File: config.mk
export PLATFORM = sky130hd
export DESIGN_NAME = scan_ctrl
export DESIGN_NICKNAME = d
export VERILOG_FILES = /design/src/rtl/scan_pkg.sv /design/src/rtl/scan_counter.sv /design/src/rtl/scan_ctrl.sv
export SDC_FILE = /design/constraint.sdc
export NUM_CORES = 1
export LEC_CHECK = 0
export ABC_AREA = 0
export ABC_CLOCK_PERIOD_IN_PS = 2600
export CAP_MARGIN = 10
export CORE_MARGIN = 2
export CORE_UTILIZATION = 40
export CTS_CLUSTER_DIAMETER = 40
export DETAILED_ROUTE_END_ITERATION = 6
export PLACE_DENSITY_LB_ADDON = 0.1
export SETUP_SLACK_MARGIN = 0.2
export SLEW_MARGIN = 20
export SYNTH_ARGS = -nofsm -noshare
export SYNTH_HDL_FRONTEND = slang
export SYNTH_SLANG_ARGS = --single-unit
export TNS_END_PERCENT = 10
File: constraint.sdc
create_clock -name clk -period 2.6 [get_ports clk]
set_clock_uncertainty 0.05 [all_clocks]
set_input_delay 0.78 -clock clk [delete_from_list [all_inputs] [get_ports clk]]
set_output_delay 0.78 -clock clk [all_outputs]
set_load 0.05 [all_outputs]
File: src/rtl/scan_pkg.sv
// Shared types and default widths for the frame-scan sequencer.
// The state enum is exported so the FSM state can be observed from outside.
package scan_pkg;

  localparam int ADDR_W_DEF   = 32;
  localparam int CNT_W_DEF    = 10;
  localparam int ADDR_LAT_DEF = 1;

  typedef enum logic [2:0] {
    IDLE = 3'd0,
    INIT = 3'd1,
    CALC = 3'd2,
    WAIT = 3'd3,
    REQ  = 3'd4,
    DONE = 3'd5
  } scan_state_t;

  function automatic logic state_is_busy(input scan_state_t s);
    return (s != IDLE);
  endfunction

endpackage

File: src/rtl/scan_counter.sv
// Row/column raster position for the scan sequencer.
// The column always counts up; any reversal is applied by addr_calc through incdec.
module scan_counter #(
  parameter int CNT_W = 10
) (
  input  logic             clk,
  input  logic             rst,
  input  logic             clear,
  input  logic             advance,
  input  logic [CNT_W-1:0] width,
  input  logic [CNT_W-1:0] height,
  output logic [CNT_W-1:0] row_cnt,
  output logic [CNT_W-1:0] col_cnt,
  output logic             last_col,
  output logic             last_pix
);

  localparam logic [CNT_W-1:0] ONE = CNT_W'(1);

  logic last_row;

  assign last_col = (col_cnt == (width - ONE));
  assign last_row = (row_cnt == (height - ONE));
  assign last_pix = last_col && last_row;

  // On the last pixel the position is held so the final coordinates stay
  // visible until the next frame clears them.
  always_ff @(posedge clk) begin
    if (rst || clear) begin
      row_cnt <= '0;
      col_cnt <= '0;
    end else if (advance && !last_pix) begin
      if (last_col) begin
        col_cnt <= '0;
        row_cnt <= row_cnt + ONE;
      end else begin
        col_cnt <= col_cnt + ONE;
      end
    end
  end

endmodule

File: src/rtl/scan_ctrl.sv
// Frame-scan sequencer: walks the raster, drives addr_calc and issues one
// memory read per pixel. Memory handshake: a request is presented while
// mem_req is high with mem_addr stable; it completes on any rising edge where
// mem_req and mem_ack are both high; mem_req drops the cycle after.
module scan_ctrl
  import scan_pkg::*;
#(
  parameter int ADDR_W   = ADDR_W_DEF,
  parameter int CNT_W    = CNT_W_DEF,
  parameter int ADDR_LAT = ADDR_LAT_DEF
) (
  input  logic              clk,
  input  logic              rst,
  input  logic              start,
  input  logic              abort,
  input  logic [ADDR_W-1:0] start_addr,
  input  logic [CNT_W-1:0]  img_width,
  input  logic [CNT_W-1:0]  img_height,
  input  logic              reverse,
  input  logic [ADDR_W-1:0] calc_addr,
  input  logic              mem_ack,
  output logic              init,
  output logic [ADDR_W-1:0] base_addr,
  output logic              addr_calc_en,
  output logic              new_row,
  output logic              incdec,
  output logic [CNT_W-1:0]  row_cnt,
  output logic [CNT_W-1:0]  col_cnt,
  output logic              mem_req,
  output logic [ADDR_W-1:0] mem_addr,
  output logic              busy,
  output logic              frame_done,
  output logic              err,
  output scan_state_t       state_dbg
);

  localparam int LAT_W = (ADDR_LAT > 1) ? $clog2(ADDR_LAT) : 1;
  localparam logic [LAT_W-1:0] LAT_LAST = LAT_W'(ADDR_LAT - 1);
  localparam logic [LAT_W-1:0] LAT_ONE  = LAT_W'(1);

  scan_state_t      state;
  scan_state_t      state_next;
  logic [CNT_W-1:0] width_q;
  logic [CNT_W-1:0] height_q;
  logic [LAT_W-1:0] wait_cnt;
  logic             cfg_ok;
  logic             start_ok;
  logic             start_bad;
  logic             wait_last;
  logic             cnt_advance;
  logic             last_col;
  logic             last_pix;

  assign cfg_ok    = (img_width != '0) && (img_height != '0);
  assign start_ok  = (state == IDLE) && start && cfg_ok;
  assign start_bad = (state == IDLE) && start && !cfg_ok;
  assign wait_last = (state == WAIT) && (wait_cnt == LAT_LAST);

  // abort outranks mem_ack, so an aborted pixel never advances the raster.
  assign cnt_advance = (state == REQ) && mem_ack && !abort;

  scan_counter #(
    .CNT_W (CNT_W)
  ) u_counter (
    .clk      (clk),
    .rst      (rst),
    .clear    (start_ok),
    .advance  (cnt_advance),
    .width    (width_q),
    .height   (height_q),
    .row_cnt  (row_cnt),
    .col_cnt  (col_cnt),
    .last_col (last_col),
    .last_pix (last_pix)
  );

  always_ff @(posedge clk) begin
    if (rst) begin
      state <= IDLE;
    end else begin
      state <= state_next;
    end
  end

  always_comb begin
    state_next = state;
    unique case (state)
      IDLE: begin
        if (start_ok) begin
          state_next = INIT;
        end
      end
      INIT: state_next = CALC;
      CALC: state_next = WAIT;
      WAIT: begin
        if (wait_last) begin
          state_next = REQ;
        end
      end
      REQ: begin
        if (mem_ack) begin
          state_next = last_pix ? DONE : CALC;
        end
      end
      DONE: state_next = IDLE;
      default: state_next = IDLE;
    endcase
    if (abort && state_is_busy(state)) begin
      state_next = IDLE;
    end
  end

  // WAIT lasts ADDR_LAT cycles; the CALC cycle is the first latency cycle,
  // so calc_addr is valid on the last WAIT cycle.
  always_ff @(posedge clk) begin
    if (rst || state != WAIT) begin
      wait_cnt <= '0;
    end else begin
      wait_cnt <= wait_cnt + LAT_ONE;
    end
  end

  always_ff @(posedge clk) begin
    if (rst) begin
      width_q   <= '0;
      height_q  <= '0;
      base_addr <= '0;
      incdec    <= 1'b0;
    end else if (start_ok) begin
      width_q   <= img_width;
      height_q  <= img_height;
      base_addr <= start_addr;
      incdec    <= reverse;
    end
  end

  always_ff @(posedge clk) begin
    if (rst) begin
      mem_addr <= '0;
    end else if (wait_last && !abort) begin
      mem_addr <= calc_addr;
    end
  end

  always_ff @(posedge clk) begin
    if (rst) begin
      err <= 1'b0;
    end else begin
      err <= start_bad;
    end
  end

  always_comb begin
    init         = (state == INIT);
    addr_calc_en = (state == CALC);
    new_row      = (state == CALC) && (col_cnt == '0) && (row_cnt != '0);
    mem_req      = (state == REQ);
    frame_done   = (state == DONE);
    busy         = state_is_busy(state);
    state_dbg    = state;
  end

endmodule

* After elaboration in Yosys (flattened, before gate mapping)
Index checks and enable logic that the tools add are counted.
Storage, ports and cells: bits of input ports 90, word-level logic and storage cells 60, output and inout bits 95, register bits 110
Cells by class: equal/unequal tests 11, add/subtract/negate cells 5, mux-type cells 6, reduce and logical (&&, ||, !) cells 27, bitwise gates (word level) 1
Operator list (number):
- nonzero test 10 bit | 3
- adder 10 x 1 -> 10 bit (second input constant) | 2
- == test 10 bit | 2
- subtractor 10 x 1 -> 10 bit (second input constant) | 2
- one-hot mux 3 bit (5 select lines) | 1
- logical AND 1 bit | 13
- two-way mux 3 bit | 4
- zero test 10 bit | 1
- two-way mux 10 bit | 1
- == test 3 x 2 -> 1 bit (second input constant) | 2
- == test 3 bit (second input constant) | 2
- != test 2 bit (second input constant) | 2
- == test 3 x 1 -> 1 bit (second input constant) | 1
- zero test 1 bit | 3
- zero test 3 bit | 1
- != test 3 x 2 -> 1 bit (second input constant) | 1
- AND reduction 3 bit | 1
- nonzero test 3 bit | 1
- logical OR 1 bit | 2
- != test 2 x 1 -> 1 bit (second input constant) | 1
- AND reduction 2 bit | 1
- OR reduction 2 bit | 1
- adder 1 bit (second input constant) | 1
- NOT 1 bit | 1

* Logic depth before layout (Yosys ltp)
word-level depth 6, depth in mapped cells 11, depth with buffers taken out 9

* Hierarchy
A second synthesis with hierarchy kept.
Second synthesis, totals: cells, all modules 643, area total of the unflattened synthesis 5726.7 um^2
Modules (own cells, without submodules):
- scan_ctrl | cells an instance 417, instances 1, seq. area each 1801.7 um^2, area an instance 3878.7 um^2
- scan_counter | cells an instance 226, instances 1, seq. area each 400.4 um^2, area an instance 1848.0 um^2

* Least setup slack after synthesis
OpenSTA, ideal clock, no wires.
kind register to output, from register state[1] (netlist: state_dbg[1]), to output port new_row, stages on the path, launching flop included 4, arrival 3.054 ns, path buffers 0, required time 1.770 ns, setup slack -1.284 ns, cells stage by stage dfxtp_1 nor3b_1 nand4_1 a31oi_1
On the way: longest elaborated chain between the ends 3
RTL lines:
- from (decl) | line scan_ctrl.sv:41 | scan_state_t state;
- from (signal assigned) | line scan_ctrl.sv:81 | state <= state_next;
- == test 3 x 2 -> 1 bit
- net addr_calc_en | line scan_ctrl.sv:24 | output logic addr_calc_en,
- logical AND 1 bit (2 in series) | line scan_ctrl.sv:156 | new_row = (state == CALC) && (col_cnt == '0) && (row_cnt != '0);
- to (decl) | line scan_ctrl.sv:25 | output logic new_row,
The timed path passes the listed nets, and every way through them passes these cells.

* Worst setup path after layout
from register height_q[2], to register u_counter.row_cnt[9]
On the way: longest elaborated chain between the ends 6
RTL lines:
- from (decl) | line scan_ctrl.sv:44 | logic [CNT_W-1:0] height_q;
- from (signal assigned) | line scan_ctrl.sv:131 | height_q <= img_height;
- subtractor 10 x 1 -> 10 bit | line scan_counter.sv:23 | assign last_row = (row_cnt == (height - ONE));
- == test 10 bit | line scan_counter.sv:23
- logical AND 1 bit | line scan_counter.sv:24 | assign last_pix = last_col && last_row;
- zero test 1 bit | line scan_counter.sv:32 | end else if (advance && !last_pix) begin
- logical AND 1 bit | line scan_counter.sv:32
- AND reduction 2 bit (no line)
- to (signal assigned) | line scan_counter.sv:35 | row_cnt <= row_cnt + ONE;
- to (decl) | line scan_counter.sv:12 | output logic [CNT_W-1:0] row_cnt,
Every way passes these cells. A chain may end at the register's enable or synchronous reset.

==> results_dict.tcl <==
set metrics [dict create \
    starting_utilization_of_the_core_area 0.410 \
    tritoncts_clock_tree "done" \
    ys_warn_count 0 \
    rsz0062_at_grt "yes" \
    finalHoldViolations 0 \
    synth.largest_area_cell "sky130_fd_sc_hd__dfxtp_1" \
    arrival_ns 2.95 \
    critical_path_required_ns 2.84 \
    layout.cells.non_filler 1032 \
    route.final.wire_length_mm 16.1 \
    worst_ir_drop_vdd_mv 0.464 \
    setup_tns_ns -1.30 \
    io_buffers 184 \
    ys_seq_elements 110 \
    number_of_global_route_vias_before_repair 5127 \
    tightestPinTransition_ns 0.620 \
    avgRoutedWirePerCell_um 15.6 \
    gpl.final_weighted_congestion 0.857 \
    area_growth_syn_to_layout_pct 61.5 \
    max_cap_viol 0 \
    antenna_found_initial 1 \
    critPathLaunchType "flop" \
    yosys.cell_types.count 55 \
    drc_errors 0 \
    synth_top_family_by_area "simple AND/OR/NAND/NOR gates" \
    core-area_um2 12100 \
    avgSynthCellArea_um2 7.77 \
    run_status "complete, but fails checks" \
    die_y_um 115 \
    grt_overflow 0 \
    place.detailed.instances 1006 \
    clockBufferDepth 2 \
    clock_input_transition_at_the_sequential_cells_of_the_worst_setup_and_hold_paths_ns 0.07 \
    setup_viol 20 \
    dr_total_vias 5342 \
    grt_start_max_net_pins 91 \
    dominantRegCellSynth "sky130_fd_sc_hd__dfxtp_1" \
    root_buffer "sky130_fd_sc_hd__clkbuf_16" \
    synth_fp_nets 733 \
    crit_path_end_kind "flop" \
    antenna_cells 0 \
    grt_first_pass_wirelength_mm 25.0 \
    route.antenna.remaining_nets 0 \
    drtPass1Iterations 5 \
    totalPowerFinal_mw 4.47 \
    timing.critical_path.fanout_max 17 \
    post_drt_via_cell_ratio 5.18 \
    timing.setup.critical_path_class "flop to flop" \
    global_route.usage.met3 0.0928 \
    r2r_setup_slack_ns -0.11 \
    finalHoldWorstSlack_ns 0.406 \
    layout_fillers 1027 \
    achievable-frequency_mhz 369 \
    finalNetCount 955 \
    placement_rows 40 \
    postSynthCellCount 637 \
    final_critical_path_setup_slack_ns -0.107 \
    final_period_minus_worst_setup_slack_ns 2.71 \
    post_route_cells_drive_above_1_share 0.170 \
    post_synth_mux_area_share 0.00505 \
    final.period_utilization 1.04 \
    dp_slack_ns -0.178 \
    synth-compound-area-share 0.177 \
    grt_use_met2 0.409 \
    place_hpwl_mm 11.3 \
    cts_max_level 3 \
    violated_checks "setup timing" \
    met1_use_gr 0.270 \
    clk_latency_ns 0.35 \
    cts_inserted_buffers 9 \
    postLayoutCoreUtil 0.663 \
    cts_sinks 110 \
    pin_count 185 \
    die_area_um2 13300 \
    drt-initial-drc-count 280 \
    synthesis.area_um2 4950 \
    design_area_um2 8000 \
    power_per_cell_area_nw_per_um2 559 \
    ys_seq_area_frac 0.445 \
    place_area_um2 7360 \
    normalized_max_slew_margin 0.586 \
    number_of_enable_flip_flop_cells_after_synthesis 0 \
    power.static_leakage_nw 3.29 \
    holdBufCountCts 0 \
    synth-adder-area-share 0.0152 \
    min_path_type "flop to flop" \
    postSynth.asyncResetShare 0 \
    final-max-slew-violation-count 0 \
    global_route.usage.total 0.236 \
    synthSimpleGateAreaFrac 0.278 \
    synth_xor_xnor_area_share 0.0389 \
    die-width_um 115 \
    global_route.peak_usage_layer "met2" \
    synth.top_cell.area_share 0.445 \
    synth.top_cells.by_area "sky130_fd_sc_hd__dfxtp_1, sky130_fd_sc_hd__nand2_1, sky130_fd_sc_hd__a21oi_1" \
]
==> logic make-up after synthesis <==
kind of cell | Yosys count
buffers and inverters | 52
AND/OR/NAND/NOR | 292
AO/OA/AOI/OAI | 153
adder cells (fa/ha/maj) | 6
XOR/XNOR | 22
multiplexers | 2
flip-flops | 110
==> where the power goes <==
part	switching (mW)	internal [mW]
Clock	0.679	0.767
Combinational	0.675	0.526
Sequential	0.0556	1.77
Total	1.41	3.06
==> flip-flops by register name, summed over array words and instances, names as in the netlist <==
name               count
state_dbg              3
height_q              10
wait_cnt               1
u_counter.col_cnt     10
width_q               10
incdec                 1
u_counter.row_cnt     10
base_addr             32
err                    1
mem_addr              32
==> routing by layer <==
metal | vias to the layer above | part of all wire
li1 | 2650 | -
met1 | 2489 | 0.40
met2 | 175 | 0.50
met3 | 26 | 0.079
met4 | 2 | 0.019
met5 | - | 0.00081
==> placed cells by master, fill, tap and decap left out, types with 3 or more instances in the layout <==
cell,instances
sky130_fd_sc_hd__a21oi_1,101
sky130_fd_sc_hd__a21oi_2,7
sky130_fd_sc_hd__and3_1,3
sky130_fd_sc_hd__buf_12,6
sky130_fd_sc_hd__buf_4,57
sky130_fd_sc_hd__buf_6,9
sky130_fd_sc_hd__clkbuf_16,9
sky130_fd_sc_hd__clkdlybuf4s50_1,129
sky130_fd_sc_hd__dfxtp_1,98
sky130_fd_sc_hd__dfxtp_2,10
sky130_fd_sc_hd__dlygate4sd2_1,25
sky130_fd_sc_hd__dlymetal6s2s_1,22
sky130_fd_sc_hd__ha_1,4
sky130_fd_sc_hd__inv_1,8
sky130_fd_sc_hd__inv_6,3
sky130_fd_sc_hd__nand2_1,182
sky130_fd_sc_hd__nand3_1,11
sky130_fd_sc_hd__nand4_1,13
sky130_fd_sc_hd__nor2_1,15
sky130_fd_sc_hd__nor3_1,9
sky130_fd_sc_hd__nor3b_1,3
sky130_fd_sc_hd__nor4_1,6
sky130_fd_sc_hd__o21ai_0,12
sky130_fd_sc_hd__o31ai_1,9
sky130_fd_sc_hd__or3_1,10
sky130_fd_sc_hd__or4_1,7
sky130_fd_sc_hd__xnor2_1,10
sky130_fd_sc_hd__xor2_1,11
==> cell usage after synthesis, drive strengths merged (3+ instances only) <==
cell    instances
xor2           11
or3            11
or4             9
o31ai          10
dfxtp         110
xnor2          11
a221oi          3
inv            13
a21oi         108
nor3b           4
ha              6
nand3          12
nand2b          3
nand4          13
nor2           18
o21ai          14
nor4b           5
nor3           10
nor4            8
clkbuf         37
nand2         184
and3            3
==> repair_timing <==
action / CTS / global route
gates resized for setup: 52 / 59
endpoints found under the hold margin: 0 / 0
cloned: 0 / 2
endpoints found under the setup margin: 54 / 92
pin swaps: 20 / 20
setup buffers: 6 / 2
==> cell type report <==
cell class	count	area, µm²	share of cell area
well taps	168	210	0.0263
clock buffers	10	229	0.0286
flip-flops and latches	110	2220	0.278
repair buffers	250	2450	0.306
clock inverters	6	75.1	0.00939
inverters	13	57.6	0.00720
multi-input cells	475	2750	0.344
==> path summary, 6_finish.rpt <==
path | from | cells past startpoint | endpoint
hold / removal | base_addr[25] | 2 | base_addr[25]
setup / recovery | height_q[2] | 8 | u_counter.row_cnt[9]
hold reg to reg | base_addr[25] | 2 | base_addr[25]
setup reg to reg | height_q[2] | 8 | u_counter.row_cnt[9]
==> worst max-delay path, cell delays in order (launching register included) <==
cell	delay [ns]
sky130_fd_sc_hd__dfxtp_2	0.32
sky130_fd_sc_hd__or4_4	0.56
sky130_fd_sc_hd__nor4_4	0.17
sky130_fd_sc_hd__xnor2_1	0.17
sky130_fd_sc_hd__and4b_1	0.25
sky130_fd_sc_hd__a2111o_1	0.46
sky130_fd_sc_hd__buf_12	0.17
sky130_fd_sc_hd__or3_1	0.36
sky130_fd_sc_hd__a21oi_2	0.14
No activity file was read; power rests on OpenSTA's default activity.
==> variant, RTL diff (same flow settings) <==
`CNT_W_DEF`: 10 -> 12.
--- a/src/rtl/scan_pkg.sv
+++ b/src/rtl/scan_pkg.sv
@@ -3,7 +3,7 @@
 package scan_pkg;
 
   localparam int ADDR_W_DEF   = 32;
-  localparam int CNT_W_DEF    = 10;
+  localparam int CNT_W_DEF    = 12;
   localparam int ADDR_LAT_DEF = 1;
 
   typedef enum logic [2:0] {
Interface: changed (resized col_cnt, img_height, img_width and row_cnt); port bits go from 185 to 193. The function was not compared with the original's and may differ.
==> variant against the original RTL <==
The flow still finishes with violations (negative setup slack). Power is 18% higher. Wire length increased by 9.1%. Sequential cell count grew 8. Area after synthesis up 8.8%. Worst setup slack better by 0.039 ns. Sequential power is 7% higher. Final area is 16% higher. Fmax rose by 1.5%. Critical endpoint is now u_counter.col_cnt[7]$_SDFFE_PP0P_.
==> variant: results (changes against the original RTL) <==
routing:
  via_per_inst: 5.18  # about the same
  post_drt_wl_per_cell_um: 15.3  # was 15.6 um
  drtIter0Drc: 306  # was 280
  num_vias: 5934  # was 5342
  firstDrtPassIters: 4  # was 5
synth:
  yosysSeqAreaShare_pct: 43.8  # was 44.5%
  ys_top_cells_by_area: "dfxtp_1, nand2_1, a21oi_1"  # unchanged
  synthXorXnorAreaFrac_pct: 5.69  # was 3.89%
  muxShareOfSynthArea_pct: 0.186  # was 0.505%
  yosysTopAreaCellShare_pct: 43.8  # was 44.5%
  synthDistinctLibCells: 45  # was 55
  synth_nets: 795  # was 733
  synth_common_cells: "nand2_1, dfxtp_1, a21oi_1, clkbuf_1, xnor2_1"  # was nand2_1, dfxtp_1, a21oi_1, clkbuf_1, nor2_1
  synth_fa_ha_area_share_pct: 1.39  # was 1.52%
  synth_compound_area_share_pct: 16.0  # was 17.7%
  syn-mean-instance-area_um2: 7.75  # was 7.77 um2
worst_setup_path:
  cp_slowest_cell: "or4b_4"  # was or4_4
  reg2regPathDepth: 12  # was 8
  critPathMaxFanout: 7  # was 17
  crit_arrival_ns: 2.96  # was 2.95 ns
  cp_top_family: "simple AND/OR/NAND/NOR gates"  # unchanged
  max_stage_delay_ns: 0.51  # was 0.56 ns
place:
  dp_hpwl_um: 12000  # was 11300 um
  dpl_cell_area_um2: 8010  # was 7360 um2
  finalWeightedCongestion: 0.881  # was 0.857
  numPortBuffers: 192  # was 184
cts:
  cts_buffers: 17  # was 9
  htree_num_levels: 4  # was 3
  insertion_delay_ns: 0.40  # was 0.35 ns
finish:
  drive_above_1_share_pct: 24.3  # was 17.0%
  n_fill_cell: 1073  # was 1027
  nNetsFinal: 1057  # was 955
  finalInstanceArea_um2: 9290  # was 8000 um2
sta:
  tightestPinTransition_ns: 0.611  # was 0.620 ns
  setup_slack_ns: -0.0678  # was -0.107 ns
  setup_violations: 6  # was 20
status:
  outcome: "finished with violations"  # unchanged
  violations: "negative setup slack"  # unchanged
global_routing:
  grt_max_degree: 94  # was 91
  grt_pass1_wl_um: 27900  # was 25000 um
  track_usage_pct: 23.8  # was 23.6%
  grt_antenna_before_repair: 0  # was 1
power_and_ir_drop:
  ir_drop_uv: 405  # was 464 uV
## variant: cell types whose count changed in the layout (fill, tap and decap cells not counted), sizes merged, moves of 7 or more
cell,unedited run,this run
xnor2,11,23
clkinv,0,7
clkdlybuf4s50,129,114
nor4,8,15
nand2,184,191
dfxtp,110,118
clkbuf,10,22
buf,73,107
dlymetal6s2s,22,42
## variant: area by class of cell
type / instances / share of cell area [%]
clock buffers: 22 / 5.10
repair buffers: 286 / 30.3
well taps: 176 / 2.37
flip-flops and latches: 118 / 25.8
inverters: 12 / 0.539
clock inverters: 10 / 1.10
multi-input cells: 522 / 34.7
## variant: metal layers
metal	global-route usage [%]	wire, um	vias up
met4	8.97	298	0
met3	5.47	989	23
met1	26.9	6850	2828
met2	43.2	9420	153
li1	-	-	2930
met5	0	0	-
## variant: logic make-up after synthesis
kind of cell / after synthesis
AOI/OAI and AO/OA: 157
xor gates and xnor gates: 35
adders and majority gates: 6
buffers and inverters: 56
DFF: 118
muxes: 1
and+or+nand+nor: 322
## variant: where the power goes
part | switching, mW | internal [mW]
sequential | 0.0646 | 1.88
combinational | 0.552 | 0.492
clock | 0.803 | 1.47
total | 1.42 | 3.85
## variant: final timing paths
| kind | slack, ns | to | startpoint |
|---|---|---|---|
| max reg2reg | -0.07 | u_counter.col_cnt[7]$_SDFFE_PP0P_ | height_q[1]$_SDFFE_PP0P_ |
| min | 0.40 | base_addr[29]$_SDFFE_PP0P_ | base_addr[29]$_SDFFE_PP0P_ |
| min reg2reg | 0.40 | base_addr[29]$_SDFFE_PP0P_ | base_addr[29]$_SDFFE_PP0P_ |
| max | -0.07 | u_counter.col_cnt[7]$_SDFFE_PP0P_ | height_q[1]$_SDFFE_PP0P_ |
## variant: worst register-to-register path, stage by stage (launching register included)
cell	delay, ns
dfxtp_2	0.33
inv_2	0.08
ha_4	0.13
or4b_4	0.51
buf_6	0.15
xor2_1	0.13
nand3_1	0.10
o21ai_2	0.08
and3_4	0.18
and2_4	0.19
buf_6	0.13
or4_4	0.42
a21oi_2	0.12
## variant: stage by stage
| step | setup WS (ns) | TNS, ns | total power, mW |
|---|---|---|---|
| after global placement | -0.133 | -6.55 | 2.89 |
| after detailed placement | -0.166 | -8.07 | 2.92 |
| after global routing | -0.140 | -1.64 | 5.47 |
| after CTS | -0.0710 | -0.147 | 5.27 |
| after floorplan | -0.0127 | -0.0909 | 2.51 |
| final | -0.0678 | -0.304 | 5.27 |
## variant: repair_timing
action | in CTS | in global routing
pin swaps | 45 | 15
setup buffers | 13 | 7
gates cloned | 1 | 0
endpoints found under the setup margin | 62 | 129
gates resized for setup | 101 | 82
